File: src/rtl/regport_arb_pkg.sv
// Shared defaults, types and helpers for the register-file read-port arbiter.
package regport_arb_pkg;

    localparam int unsigned NREQ_DEF   = 4;
    localparam int unsigned ADDR_W_DEF = 5;
    localparam int unsigned DATA_W_DEF = 64;

    typedef logic [$clog2(NREQ_DEF)-1:0] req_id_t;

    function automatic int unsigned wrap_inc(input int unsigned v, input int unsigned n);
        return (v + 1 >= n) ? 0 : v + 1;
    endfunction

endpackage

File: src/rtl/regport_arbiter_rr_pick.sv
// Combinational round-robin picker: first asserted request at or above ptr, wrapping.
module rr_pick #(
    parameter  int unsigned NREQ = 4,
    localparam int unsigned IDW  = $clog2(NREQ)
) (
    input  logic [NREQ-1:0] req,
    input  logic [IDW-1:0]  ptr,
    output logic [NREQ-1:0] gnt,
    output logic [IDW-1:0]  idx,
    output logic            any
);

    logic [IDW-1:0] cand;

    always_comb begin
        gnt  = '0;
        idx  = '0;
        any  = 1'b0;
        cand = '0;
        for (int unsigned k = 0; k < NREQ; k++) begin
            cand = IDW'((32'(ptr) + k) % NREQ);
            if (!any && req[cand]) begin
                any       = 1'b1;
                idx       = cand;
                gnt[cand] = 1'b1;
            end
        end
    end

endmodule

File: src/rtl/regport_arbiter.sv
// Round-robin arbiter for a spare register-file read port with a two-stage response path.
// Optional grant locking is enabled by defining REGPORT_ARB_LOCK_EN.
module regport_arbiter
    import regport_arb_pkg::*;
#(
    parameter  int unsigned NREQ   = NREQ_DEF,
    parameter  int unsigned ADDR_W = ADDR_W_DEF,
    parameter  int unsigned DATA_W = DATA_W_DEF,
    localparam int unsigned IDW    = $clog2(NREQ)
) (
    input  logic                   clk,
    input  logic                   reset_n,
    input  logic [NREQ-1:0]        req,
    input  logic [NREQ*ADDR_W-1:0] req_addr,
`ifdef REGPORT_ARB_LOCK_EN
    input  logic [NREQ-1:0]        lock,
`endif
    input  logic                   stall,
    output logic [NREQ-1:0]        gnt,
    output logic [ADDR_W-1:0]      rf_raddr,
    input  logic [DATA_W-1:0]      rf_rdata,
    output logic                   rsp_valid,
    output logic [IDW-1:0]         rsp_id,
    output logic [DATA_W-1:0]      rsp_data
);

    logic [IDW-1:0]    ptr;
    logic              s1_v;
    logic [IDW-1:0]    s1_id;

    logic [NREQ-1:0]   pick_req;
    logic [NREQ-1:0]   pick_gnt;
    logic [IDW-1:0]    pick_idx;
    logic              pick_any;

    logic              win;
    logic [IDW-1:0]    win_idx;
    logic [ADDR_W-1:0] win_addr;
    logic              keep_ptr;

`ifdef REGPORT_ARB_LOCK_EN
    logic [IDW-1:0]    last_id;
    logic              lock_v;
    logic              lock_hit;
`endif

    rr_pick #(.NREQ(NREQ)) u_pick (
        .req (pick_req),
        .ptr (ptr),
        .gnt (pick_gnt),
        .idx (pick_idx),
        .any (pick_any)
    );

    always_comb begin
        pick_req = (reset_n && !stall) ? req : '0;
        gnt      = pick_gnt;
        win_idx  = pick_idx;
        win      = pick_any;
        keep_ptr = 1'b0;
`ifdef REGPORT_ARB_LOCK_EN
        // A locked owner overrides the rotation without disturbing ptr.
        lock_hit = lock_v && req[last_id] && lock[last_id] && reset_n && !stall;
        if (lock_hit) begin
            gnt          = '0;
            gnt[last_id] = 1'b1;
            win_idx      = last_id;
            win          = 1'b1;
            keep_ptr     = 1'b1;
        end
`endif
        win_addr = req_addr[32'(win_idx)*ADDR_W +: ADDR_W];
    end

    always_ff @(posedge clk) begin
        if (!reset_n) begin
            ptr       <= '0;
            rf_raddr  <= '0;
            s1_v      <= 1'b0;
            s1_id     <= '0;
            rsp_valid <= 1'b0;
            rsp_id    <= '0;
            rsp_data  <= '0;
`ifdef REGPORT_ARB_LOCK_EN
            last_id   <= '0;
            lock_v    <= 1'b0;
`endif
        end else begin
            s1_v <= win;
            if (win) begin
                rf_raddr <= win_addr;
                s1_id    <= win_idx;
                if (!keep_ptr)
                    ptr <= IDW'(wrap_inc(32'(win_idx), NREQ));
            end
            rsp_valid <= s1_v;
            if (s1_v) begin
                rsp_data <= rf_rdata;
                rsp_id   <= s1_id;
            end
`ifdef REGPORT_ARB_LOCK_EN
            if (win) begin
                last_id <= win_idx;
                lock_v  <= lock[win_idx];
            end else if (!(req[last_id] && lock[last_id])) begin
                lock_v  <= 1'b0;
            end
`endif
        end
    end

endmodule

File: config.mk
export PLATFORM = sky130hd
export DESIGN_NAME = regport_arbiter
export DESIGN_NICKNAME = d
export VERILOG_FILES = /design/src/rtl/regport_arb_pkg.sv /design/src/rtl/regport_arbiter_rr_pick.sv /design/src/rtl/regport_arbiter.sv
export SDC_FILE = /design/constraint.sdc
export NUM_CORES = 1
export LEC_CHECK = 0
export BUFFER_PORTS_ARGS = -buffer_cell sky130_fd_sc_hd__buf_2
export CORE_UTILIZATION = 35
export CTS_CLUSTER_SIZE = 12
export DETAILED_ROUTE_END_ITERATION = 10
export GPL_ROUTABILITY_DRIVEN = 0
export SETUP_SLACK_MARGIN = 0.15
export SYNTH_ARGS = -nofsm -noshare
export SYNTH_HDL_FRONTEND = slang
export SYNTH_SLANG_ARGS = --single-unit
File: constraint.sdc
create_clock -name clk -period 4.6 [get_ports clk]
set_clock_uncertainty 0.2 [all_clocks]
set_input_delay 1.38 -clock clk [delete_from_list [all_inputs] [get_ports clk]]
set_output_delay 1.38 -clock clk [all_outputs]
set_load 0.01 [all_outputs]
==> results.md, run 1 <==
## STA
* 0.2123 — tightest slew margin relative to the limit
* 4.385 ns — final critical-path required period
* 0.2280 GHz — Highest Clock Rate
* 0.9534 — final clock period utilization by the worst path
* 0 ns — Setup TNS
* false — unrepaired setup endpoints after global routing
* 0 — final slew viol count
* 1.182 ns — Least-Margin Pin Slew
* 0 — final setup vio count
* 0 — Final Hold Fails

## GRT
* 0 — grt total ovfl
* 0 — number of antenna violations at the first check in global routing
* 2,634 — vias in the first global route
* 70 — pin count of the biggest net entering global routing
* 0.1612 — All-Layer GR Usage
* 12.66 mm — global-route wire length before repair

## Route
* 545 µm — met3 WL
* 3.484 mm — sum of routed wire segments on met1
* 12.89 µm — average routed wire per standard cell
* 0 — post-route DRC violation count
* 3.864 mm — wire length on met2
* 2,883 — Vias
* 4.620 — via density per instance
* 8.042 mm — sum of routed wire length over all layers
* met4 — top layer used by detailed routing
* 0 — DRT antenna net count
* 75 — iteration-0 DRC count of the detailed router
* 5 — number of detailed-route iterations in the first pass

## Synthesis
* 0.4573 — post-synthesis sequential area ratio
* sky130_fd_sc_hd__dfxtp_1 46%, sky130_fd_sc_hd__mux2i_1 24%, sky130_fd_sc_hd__nor2_1 7.7% — top post-synthesis cells by area
* 0.4573 — fraction of post-synthesis cell area in the top cell type by area
* sky130_fd_sc_hd__mux2i_1 — most instantiated library cell after synthesis
* multiplexers — main combinational cell family by area after synthesis
* 0.07869 — compound-cell area share of the yosys netlist
* sky130_fd_sc_hd__dfxtp_1 — dominant cell type by area after synthesis
* 0.2524 — share of cell area taken by muxes after synthesis
* 50 — number of distinct standard cells referenced by the synthesized netlist
* 0.02970 — share of synthesized cell area in full adder, half adder and majority cells
* 0 — number of synthesized flops with an enable pin
* 335 — number of cells produced by synthesis
* 0 — share of flip-flops with an asynchronous set or reset
* 0.1381 — fraction of the mapped netlist area in simple logic gates
* sky130_fd_sc_hd__dfxtp_1 — ys flop type
* 81 x sky130_fd_sc_hd__mux2i_1, 77 x sky130_fd_sc_hd__dfxtp_1, 69 x sky130_fd_sc_hd__nor2_1 — most common library cells after synthesis
* 0 — yosys synthesis warning count
* 77 — count of state elements after synthesis
* 434 — nets in the synthesized netlist
* 10.06 µm² — synthesized area per cell
* 0.003371 mm² — cell area after synthesis
* 0 — fraction of synthesized cell area in xor and xnor cells

## Pwr
* 2.167 nW — leakage component of the power
* 0.2715 — switching fraction of total power
* 0.1757 mV — VDD IR max
* 0.501 — sequential cell fraction of total power
* 328.9 mW/mm² — total power divided by cell area
* 1.070 mW — internal power
* 0.3988 mW — total net switching power
* 0.336 — share of total power in the clock network
* 0.163 — combinational cell fraction of total power

## Clock tree
* 3 — maximum level of the CTS H-tree
* 0 — setup repair bufs after CTS
* 2 — Max Buffers Root-to-Sink
* sky130_fd_sc_hd__clkbuf_8 — root buffer cell
* 0 — count of cells resized by post-cts repair
* 77 — number of clock sinks
* built — TritonCTS clock tree
* 0.07 ns — clock input transition at the sequential cells of the worst setup and hold paths
* 0.33 ns — Clk Latency, worst-skew pair
* 9 — Inserted Clock Buffers
* 0 — Hold-fix buffers, CTS

## Worst setup path
* 0.48 ns — largest incremental delay on the critical path
* input pin to output port — category of the critical setup timing path
* buf_2 -> mux2_4 -> or4_4 -> a21oi_2 -> a221o_1 -> buf_2 — critical-path cell list
* sky130_fd_sc_hd__or4_4 — Critical Path Slowest Stage Cell
* 3.02 ns — CP Data Required Time
* simple AND/OR/NAND/NOR gates — dominant delay contributor by cell family on the critical path
* sky130_fd_sc_hd__buf_2 — most numerous cell on the critical path
* 2.81 ns — Arrival @ worst endpoint
* 2 — Worst Path Buf+Inv
* 5 — maximum fanout count along the critical path
* output port — Setup crit end kind
* input pin — CP startpoint kind

## Floorplan
* 100.1 µm — floorplan die width
* 167 — I/O pin cnt
* 0.3631 — initial standard-cell utilization of the core
* 35 — number of rows created at floorplan
* 0.01003 mm² — Die ar.
* 100.1 µm — height of the die
* 0.009284 mm² — placeable core area

## Run status
* finished, final reports clean — outcome

## Finish
* 0 — Ant. Diodes
* 0.001689 mm² — area taken by multi-input logic gates
* 0.001546 mm² — sequential standard cell area
* 942 — Layout fillers
* 0.4020 — fraction of final layout cells sized beyond drive strength 1
* 590 — net count reported at finish
* 0.4811 — final cell utilization of the core
* 0.004467 mm² — total non-filler cell area in the finished layout
* 32.52% — Area growth syn-to-layout

## Placed design
* 0.004272 mm² — instance area after placement
* 166 — count of input and output buffers
* 5.778 mm — HPWL after detailed placement

## Flow run
* 0 — number of maximum-capacitance violations

## Hold path
* flop to flop — Hold WC Path Type

## flip-flops by register name, summed over array words and instances (netlist names)
| signal | count |
|---|---|
| rsp_data | 64 |
| s1_v | 1 |
| rsp_id | 2 |
| s1_id | 2 |
| rsp_valid | 1 |
| rf_raddr | 5 |
| ptr | 2 |
## logic make-up after synthesis
group	Yosys count
buffers and inverters	33
AOI/OAI and AO/OA	29
adders and majority gates	8
muxes	84
DFF	77
and+or+nand+nor	104
## path summary, 6_finish.rpt
kind	slack (ns)	endpoint	start	depth (start not counted)
hold reg to reg	0.26	s1_id[0]	s1_id[0]	2
hold / removal	0.26	s1_id[0]	s1_id[0]	2
setup reg to reg	1.69	rf_raddr[3]	ptr[1]	7
setup / recovery	0.21	gnt[2]	req[2]	6
## power by group through the flow
stage,registers (mW),logic (mW),clock network (mW)
after global routing,0.743,0.266,0.536
after floorplan,0.751,0.141,0
final,0.737,0.239,0.493
after detailed placement,0.752,0.242,0
after global placement,0.751,0.238,0
after CTS,0.738,0.242,0.512
## cell type report
cell class | count | share of cell area
clock buffers | 9 | 0.02773
clock inverters | 6 | 0.01401
inverters | 10 | 0.008403
multi-input cells | 225 | 0.3782
flip-flops and latches | 77 | 0.3462
well taps | 129 | 0.03613
repair buffers | 168 | 0.1894
## cells in the final DEF (no fill, tap or decap), types with 2 or more instances in the layout
master                     synthesis  layout
sky130_fd_sc_hd__a21oi_1           2       2
sky130_fd_sc_hd__a21oi_2           2       2
sky130_fd_sc_hd__a221o_1           4       4
sky130_fd_sc_hd__and2_1            2       2
sky130_fd_sc_hd__buf_2             7     166
sky130_fd_sc_hd__buf_4             0       2
sky130_fd_sc_hd__clkbuf_8          0       9
sky130_fd_sc_hd__clkinv_2          0       3
sky130_fd_sc_hd__dfxtp_1          77      75
sky130_fd_sc_hd__ha_1              8       8
sky130_fd_sc_hd__inv_1             9       9
sky130_fd_sc_hd__mux2_4            1       2
sky130_fd_sc_hd__mux2i_1          81      81
sky130_fd_sc_hd__nand2_1           8       8
sky130_fd_sc_hd__nand3_1           7       7
sky130_fd_sc_hd__nor2_1           69      69
sky130_fd_sc_hd__nor2b_1           2       2
sky130_fd_sc_hd__nor3_1            2       2
sky130_fd_sc_hd__o221ai_1          5       5
sky130_fd_sc_hd__o31ai_1           2       2
## tightest hold or removal path, stage by stage (launching register included)
cell and delay (ns):
sky130_fd_sc_hd__dfxtp_1 0.31, sky130_fd_sc_hd__nand2_1 0.05, sky130_fd_sc_hd__a21oi_1 0.05
## routing by layer
metal | GRT usage | vias up
met5 | 0 | -
met4 | 0.06466 | 0
met3 | 0.04666 | 11
met2 | 0.2761 | 105
met1 | 0.1891 | 1300
li1 | - | 1467
## stage by stage
step	hold WS [ns]	setup slack, ns	power, mW	std cells
floorplan	0.2360	0.4718	0.8924	335
global route	0.2812	0.1620	1.545	624
global placement	0.2475	0.2226	0.9894	609
detailed placement	0.2503	0.1970	0.9939	609
finish	0.2570	0.2146	1.469	624
CTS	0.2606	0.1960	1.491	624
(Power assumes the default switching activity.)
==> run 2, diff against run 1 <==
--- a/config.mk
+++ b/config.mk
@@ -6,10 +6,11 @@
 export NUM_CORES = 1
 export LEC_CHECK = 0
 export BUFFER_PORTS_ARGS = -buffer_cell sky130_fd_sc_hd__buf_2
-export CORE_UTILIZATION = 35
+export CORE_UTILIZATION = 46
 export CTS_CLUSTER_SIZE = 12
 export DETAILED_ROUTE_END_ITERATION = 10
 export GPL_ROUTABILITY_DRIVEN = 0
+export PLACE_DENSITY = 0.8
 export SETUP_SLACK_MARGIN = 0.15
 export SYNTH_ARGS = -nofsm -noshare
 export SYNTH_HDL_FRONTEND = slang
==> results.md, run 2 (synthesis results as in run 1) <==
## Run status
* finished, final reports clean — outcome

## STA
* 0.9523 — final clock period utilization by the worst path, -0.001095
* 0 ns — Setup TNS, unchanged
* 0.2515 — tightest slew margin relative to the limit, +0.03920
* 0.2196 ns — setup slack of the critical path after layout, +0.005038 ns
* false — unrepaired setup endpoints after global routing
* 0 — Final Hold Fails, unchanged
* 0 — final setup vio count, unchanged
* 1.123 ns — Least-Margin Pin Slew, -0.05880 ns
* 4.380 ns — final critical-path required period, -0.005038 ns
* 0 — final slew viol count, unchanged
* 0.2283 GHz — Highest Clock Rate, +0.12%

## Worst setup path
* sky130_fd_sc_hd__or4_4 — Critical Path Slowest Stage Cell
* simple AND/OR/NAND/NOR gates — dominant delay contributor by cell family on the critical path
* output port — Setup crit end kind
* 7 — worst r2r path cells, unchanged
* buf_2 -> mux2_4 -> or4_4 -> a21oi_4 -> a221o_1 -> buf_2 — critical-path cell list
* sky130_fd_sc_hd__buf_2 — most numerous cell on the critical path
* 2 — Worst Path Buf+Inv, unchanged
* input pin to output port — category of the critical setup timing path
* input pin — CP startpoint kind
* 0.51 ns — largest incremental delay on the critical path, +0.03 ns
* 3.02 ns — CP Data Required Time, about the same
* 6 — count of cell instances traversed by the critical path, unchanged
* 2.80 ns — Arrival @ worst endpoint, about the same
* 5 — maximum fanout count along the critical path, unchanged

## Floorplan
* 0.006944 mm² — placeable core area, -25%
* 0.007674 mm² — Die ar., -23%
* 0.4854 — initial standard-cell utilization of the core, +0.1223
* 87.60 µm — height of the die, -13%
* 30 — number of rows created at floorplan, -14%
* 167 — I/O pin cnt, unchanged
* 87.60 µm — floorplan die width, -13%

## Route
* 4.970 — via density per instance, +7.6%
* 7.866 mm — sum of routed wire length over all layers, -2.2%
* 0 — DRT antenna net count, unchanged
* 13.31 µm — average routed wire per standard cell, +3.3%
* 4 — number of detailed-route iterations in the first pass, -1
* 0 — post-route DRC violation count, unchanged
* 2,937 — Vias, +1.9%
* 75 — iteration-0 DRC count of the detailed router, unchanged

## Pwr
* 0.348 — share of total power in the clock network, +0.012
* 1.498 mW — PnR Total Power, +2.0%
* 336.4 mW/mm² — total power divided by cell area, +2.3%
* 2.161 nW — leakage component of the power, -0.27%
* 0.2781 — switching fraction of total power, +0.006552
* 0.158 — combinational cell fraction of total power, -0.005
* 0.2540 mV — VDD IR max, +45%
* 0.494 — sequential cell fraction of total power, -0.007
* 0.4165 mW — total net switching power, +4.4%
* 1.081 mW — internal power, +1.0%

## Finish
* 0 — Ant. Diodes, unchanged
* 0.4040 — fraction of final layout cells sized beyond drive strength 1, +0.002020
* 591 — number of non-filler instances in the completed layout, -5.3%
* 589 — net count reported at finish, -0.17%
* 32.11% — Area growth syn-to-layout
* 64 — Largest register FFs, unchanged
* 165 x sky130_fd_sc_hd__buf_2, 81 x sky130_fd_sc_hd__mux2i_1, 74 x sky130_fd_sc_hd__dfxtp_1 — leading cell types in the layout, fill and taps excluded
* rsp_data — largest reg by FF count
* 0.6413 — final cell utilization of the core, +0.1601
* sky130_fd_sc_hd__buf_2 — leading cell type in the layout, fill and taps excluded
* rsp_data x64, rf_raddr x5 — biggest regs

## Clock tree
* 77 — number of clock sinks, unchanged
* 0 — Hold-fix buffers, CTS, unchanged
* 0.08 ns — clock input transition at the sequential cells of the worst setup and hold paths, about the same
* 9 — Inserted Clock Buffers, unchanged
* sky130_fd_sc_hd__clkbuf_8 — root buffer cell
* 2 — Max Buffers Root-to-Sink, unchanged
* built — TritonCTS clock tree
* 0.33 ns — Clk Latency, worst-skew pair, about the same
* 3 — maximum level of the CTS H-tree, unchanged

## Placed design
* 574 — cell count after placement, -5.7%
* 166 — count of input and output buffers, unchanged
* 0.1684 ns — pre-CTS WS, -0.02865 ns
* 5.775 mm — HPWL after detailed placement, about the same

## GRT
* 0.2014 — All-Layer GR Usage, +0.04027
* 70 — pin count of the biggest net entering global routing, unchanged
* 12.08 mm — global-route wire length before repair, -4.6%
* 0 — grt total ovfl, unchanged
* 2,743 — vias in the first global route, +4.1%
* 0 — number of antenna violations at the first check in global routing, unchanged

## Flow run
* 0 — number of maximum-capacitance violations, unchanged

## Hold path
* flop to flop — Hold WC Path Type
* 2 — WHS Path Cells, unchanged

## run 2: repair_timing
item | CTS | global route
gates cloned | 0 | 0
setup endpoints to repair | 4 | 4
buffers inserted | 0 | 1
pin swaps | 0 | 3
resized for setup | 1 | 6
## run 2: per-layer routing
layer,track usage,vias to the layer above,part of all wire
li1,-,1467,-
met1,0.2183,1342,0.41
met2,0.3601,116,0.50
met3,0.06786,12,0.076
met4,0.08346,0,0.015
met5,0,-,0
## run 2: per-stage QoR
stage                     cell area [µm²]  hold WS, ns
after CTS                            4424       0.2590
after floorplan                      3371       0.2360
after global routing                 4453       0.2972
final                                4453       0.2621
after detailed placement             4215       0.2477
after global placement               4215       0.2483
## run 2: layout make-up
class,count,area [µm²]
multi-input combinational,225,1697
clock buffer,9,123.9
inverter,10,37.54
tap,96,120.1
fill,571,2491
timing repair buffer,167,840.8
sequential,77,1550
clock inverter,7,83.83
## run 2: final timing paths
check | slack [ns] | from | to
worst max-delay path | 0.22 | req[3] | gnt[0]
worst min-delay path | 0.26 | s1_id[0] | s1_id[0]
worst min register to register | 0.26 | s1_id[0] | s1_id[0]
worst max register to register | 1.71 | ptr[0] | rf_raddr[0]
## run 2: worst min-delay path, stage by stage, from the launching register on
cell	delay (ns)
sky130_fd_sc_hd__dfxtp_1	0.32
sky130_fd_sc_hd__nand2_1	0.05
sky130_fd_sc_hd__a21oi_1	0.05
## run 2: power by group through the flow
| stage | combinational, mW | sequential [mW] | clock, mW |
|---|---|---|---|
| 6_report | 0.237 | 0.740 | 0.521 |
| 5_1_grt | 0.260 | 0.746 | 0.563 |
| 4_1_cts | 0.237 | 0.740 | 0.538 |
| 3_5_place_dp | 0.236 | 0.754 | 0 |
| 3_3_place_gp | 0.228 | 0.753 | 0 |
| 2_1_floorplan | 0.141 | 0.751 | 0 |
==> run 3, diff against run 2 <==
--- a/config.mk
+++ b/config.mk
@@ -5,12 +5,13 @@
 export SDC_FILE = /design/constraint.sdc
 export NUM_CORES = 1
 export LEC_CHECK = 0
+export ABC_AREA = 1
 export BUFFER_PORTS_ARGS = -buffer_cell sky130_fd_sc_hd__buf_2
-export CORE_UTILIZATION = 46
+export CORE_UTILIZATION = 47
 export CTS_CLUSTER_SIZE = 12
 export DETAILED_ROUTE_END_ITERATION = 10
 export GPL_ROUTABILITY_DRIVEN = 0
-export PLACE_DENSITY = 0.8
+export PLACE_DENSITY = 0.81
 export SETUP_SLACK_MARGIN = 0.15
 export SYNTH_ARGS = -nofsm -noshare
 export SYNTH_HDL_FRONTEND = slang
==> results.md, run 3 <==
## Worst setup path
* input pin — CP startpoint kind
* sky130_fd_sc_hd__o221ai_1 — Critical Path Slowest Stage Cell
* 11 — maximum fanout count along the critical path, +6
* 1.68 ns — setup slack on the worst flop-to-flop path, -0.03 ns
* buffers and inverters — dominant delay contributor by cell family on the critical path
* buf_4 -> inv_1 -> nor2_2 -> nand3_1 -> nand3_1 -> nand2_1 -> inv_1 -> nand4_4 -> o221ai_1 -> buf_2 — critical-path cell list
* 3.02 ns — CP Data Required Time, about the same
* 4 — Worst Path Buf+Inv, +2
* 0.21 ns — largest incremental delay on the critical path, -0.30 ns
* input pin to output port — category of the critical setup timing path
* 2.76 ns — Arrival @ worst endpoint, -0.04 ns
* output port — Setup crit end kind

## Synthesis
* 137 x sky130_fd_sc_hd__nor2_1, 77 x sky130_fd_sc_hd__dfxtp_1, 74 x sky130_fd_sc_hd__o21ai_0 — most common library cells after synthesis
* 0.02820 — share of synthesized cell area in full adder, half adder and majority cells, -0.001497
* sky130_fd_sc_hd__dfxtp_1 43%, sky130_fd_sc_hd__nor2_1 14%, sky130_fd_sc_hd__o21ai_0 10% — top post-synthesis cells by area
* 7.364 µm² — synthesized area per cell, -27%
* 0 — fraction of synthesized cell area in xor and xnor cells, unchanged
* 0 — share of cell area taken by muxes after synthesis, -0.2524
* sky130_fd_sc_hd__dfxtp_1 — ys flop type
* sky130_fd_sc_hd__nor2_1 — most instantiated library cell after synthesis
* sky130_fd_sc_hd__dfxtp_1 — dominant cell type by area after synthesis
* 0.4343 — post-synthesis sequential area ratio, -0.02305
* 0.003550 mm² — cell area after synthesis, +5.3%
* 0.4343 — fraction of post-synthesis cell area in the top cell type by area, -0.02305
* 482 — number of cells produced by synthesis, +44%
* 0 — yosys synthesis warning count, unchanged
* 0.1357 — compound-cell area share of the yosys netlist, +0.05701
* 31 — number of distinct standard cells referenced by the synthesized netlist, -38%
* 0 — number of synthesized flops with an enable pin, unchanged
* 77 — count of state elements after synthesis, unchanged
* 581 — nets in the synthesized netlist, +34%
* simple AND/OR/NAND/NOR gates — main combinational cell family by area after synthesis
* 0 — share of flip-flops with an asynchronous set or reset, unchanged
* 0.3137 — fraction of the mapped netlist area in simple logic gates, +0.1756

## STA
* 1.074 ns — Least-Margin Pin Slew, -0.04877 ns
* 0 — Final Hold Fails, unchanged
* 0 — final setup vio count, unchanged
* 0.9427 — final clock period utilization by the worst path, -0.009576
* 4.336 ns — final critical-path required period, -0.04405 ns
* 0 — final slew viol count, unchanged
* false — unrepaired setup endpoints after global routing
* 0.2306 GHz — Highest Clock Rate, +1.0%
* 0.2637 ns — setup slack of the critical path after layout, +0.04405 ns
* 0.2840 — tightest slew margin relative to the limit, +0.03251
* 0 ns — Setup TNS, unchanged

## Clock tree
* 0.32 ns — Clk Latency, worst-skew pair, about the same
* 2 — Max Buffers Root-to-Sink, unchanged
* sky130_fd_sc_hd__clkbuf_8 — root buffer cell
* built — TritonCTS clock tree
* 0.07 ns — clock input transition at the sequential cells of the worst setup and hold paths, about the same
* 9 — Inserted Clock Buffers, unchanged
* 0 — Hold-fix buffers, CTS, unchanged
* 77 — number of clock sinks, unchanged
* 3 — maximum level of the CTS H-tree, unchanged

## Floorplan
* 167 — I/O pin cnt, unchanged
* 0.4868 — initial standard-cell utilization of the core, +0.001382
* 0.007292 mm² — placeable core area, +5.0%
* 0.007904 mm² — Die ar., +3.0%
* 88.91 µm — floorplan die width, +1.5%
* 31 — number of rows created at floorplan, +3.3%
* 88.91 µm — height of the die, +1.5%

## Route
* 4.982 — via density per instance, +0.26%
* 9.153 mm — sum of routed wire length over all layers, +16%
* 12.35 µm — average routed wire per standard cell, -7.2%
* 0 — DRT antenna net count, unchanged
* 3,692 — Vias, +26%
* 0 — post-route DRC violation count, unchanged
* 5 — number of detailed-route iterations in the first pass, +1
* 168 — iteration-0 DRC count of the detailed router, +120%

## Finish
* 31.41% — Area growth syn-to-layout
* 0.004664 mm² — total non-filler cell area in the finished layout, +4.7%
* sky130_fd_sc_hd__buf_2 — leading cell type in the layout, fill and taps excluded
* 0.001732 mm² — area taken by multi-input logic gates, +2.1%
* 165 x sky130_fd_sc_hd__buf_2, 137 x sky130_fd_sc_hd__nor2_1, 75 x sky130_fd_sc_hd__dfxtp_1 — leading cell types in the layout, fill and taps excluded
* 64 — Largest register FFs, unchanged
* 741 — number of non-filler instances in the completed layout, +25%
* 0 — Ant. Diodes, unchanged
* rsp_data x64, rf_raddr x5 — biggest regs
* rsp_data — largest reg by FF count
* 736 — net count reported at finish, +25%
* 0.001544 mm² — sequential standard cell area, -0.40%
* 0.3505 — fraction of final layout cells sized beyond drive strength 1, -0.05357
* 678 — Layout fillers, +19%

## Run status
* finished, final reports clean — outcome

## Flow run
* 0 — number of maximum-capacitance violations, unchanged

## Pwr
* 0.3132 mV — VDD IR max, +23%
* 2.452 nW — leakage component of the power, +13%
* 3.040 mW — PnR Total Power, +100%
* 651.8 mW/mm² — total power divided by cell area, +94%

## GRT
* 13.95 mm — global-route wire length before repair, +15%
* 0 — number of antenna violations at the first check in global routing, unchanged
* 0.2229 — All-Layer GR Usage, +0.02148
* 0 — grt total ovfl, unchanged
* 69 — pin count of the biggest net entering global routing, -1.4%
* 3,370 — vias in the first global route, +23%

## Placed design
* 6.478 mm — HPWL after detailed placement, +12%
* 0.01888 ns — pre-CTS WS, -0.1495 ns
* 0.004387 mm² — instance area after placement, +4.1%
* 166 — count of input and output buffers, unchanged
* 723 — cell count after placement, +26%

## Hold path
* flop to flop — Hold WC Path Type

-- run 3: cell types whose count changed in the layout (fill, tap and decap cells not counted), sizes merged, moves of 5 or more --
| cell | previous run | this run |
|---|---|---|
| mux2i | 82 | 0 |
| o21ai | 2 | 74 |
| nor2 | 69 | 139 |
| inv | 12 | 49 |
| nand2 | 8 | 43 |
| nand3 | 7 | 41 |
| nand4 | 1 | 14 |
| o221ai | 6 | 1 |
-- run 3: path summary, 6_finish.rpt --
path | startpoint | to | cells past startpoint
worst max register to register | ptr[1] | rf_raddr[3] | 14
worst max-delay path | reset_n | gnt[0] | 10
worst min register to register | s1_id[0] | s1_id[0] | 2
worst min-delay path | s1_id[0] | s1_id[0] | 2
-- run 3: cell families (layout without fill, tap and decap cells) --
kind of cell | after synthesis | count (layout)
AO/OA/AOI/OAI | 87 | 87
adder cells (fa/ha/maj) | 8 | 8
buffers and inverters | 73 | 233
flip-flops | 77 | 77
AND/OR/NAND/NOR | 237 | 237
-- run 3: power by group --
part | switching [mW] | leakage (nW) | internal, mW
Clock | 0.247 | 0.0993 | 0.268
Sequential | 0.156 | 0.642 | 0.853
Combinational | 0.958 | 1.71 | 0.558
-- run 3: per-layer routing --
metal	GRT usage	routed length, µm	share of wire	vias up
li1	-	-	-	1865
met1	0.2503	3952	0.43	1686
met2	0.4091	4535	0.50	131
met3	0.05910	575	0.063	10
met4	0.07331	90	0.0098	0
met5	0	0	0	-
-- run 3: layout make-up --
cell class	instances	share of cell area
multi-input cells	332	0.3712
flip-flops and latches	77	0.3310
repair buffers	170	0.1878
inverters	47	0.03943
clock buffers	10	0.02951
well taps	99	0.02656
clock inverters	6	0.01448
-- run 3: stage by stage --
step	hold WS, ns	utilization
2_1_floorplan	0.2445	-
3_3_place_gp	0.2670	0.6016
3_5_place_dp	0.2634	0.6016
4_1_cts	0.2753	0.6321
5_1_grt	0.3121	0.6397
6_report	0.2718	0.6397
-- run 3: worst min-delay path, delay by kind of cell (launching register included) --
kind	cells	cell delay (ns)
AOI/OAI and AO/OA	1	0.05
DFF	1	0.31
and+or+nand+nor	1	0.06
-- run 3: repair_timing --
item                                    in CTS  in global routing
endpoints found under the setup margin       4                  4
gates resized for setup                      5                 10
setup buffers                                0                  2
pin swaps                                    0                  1
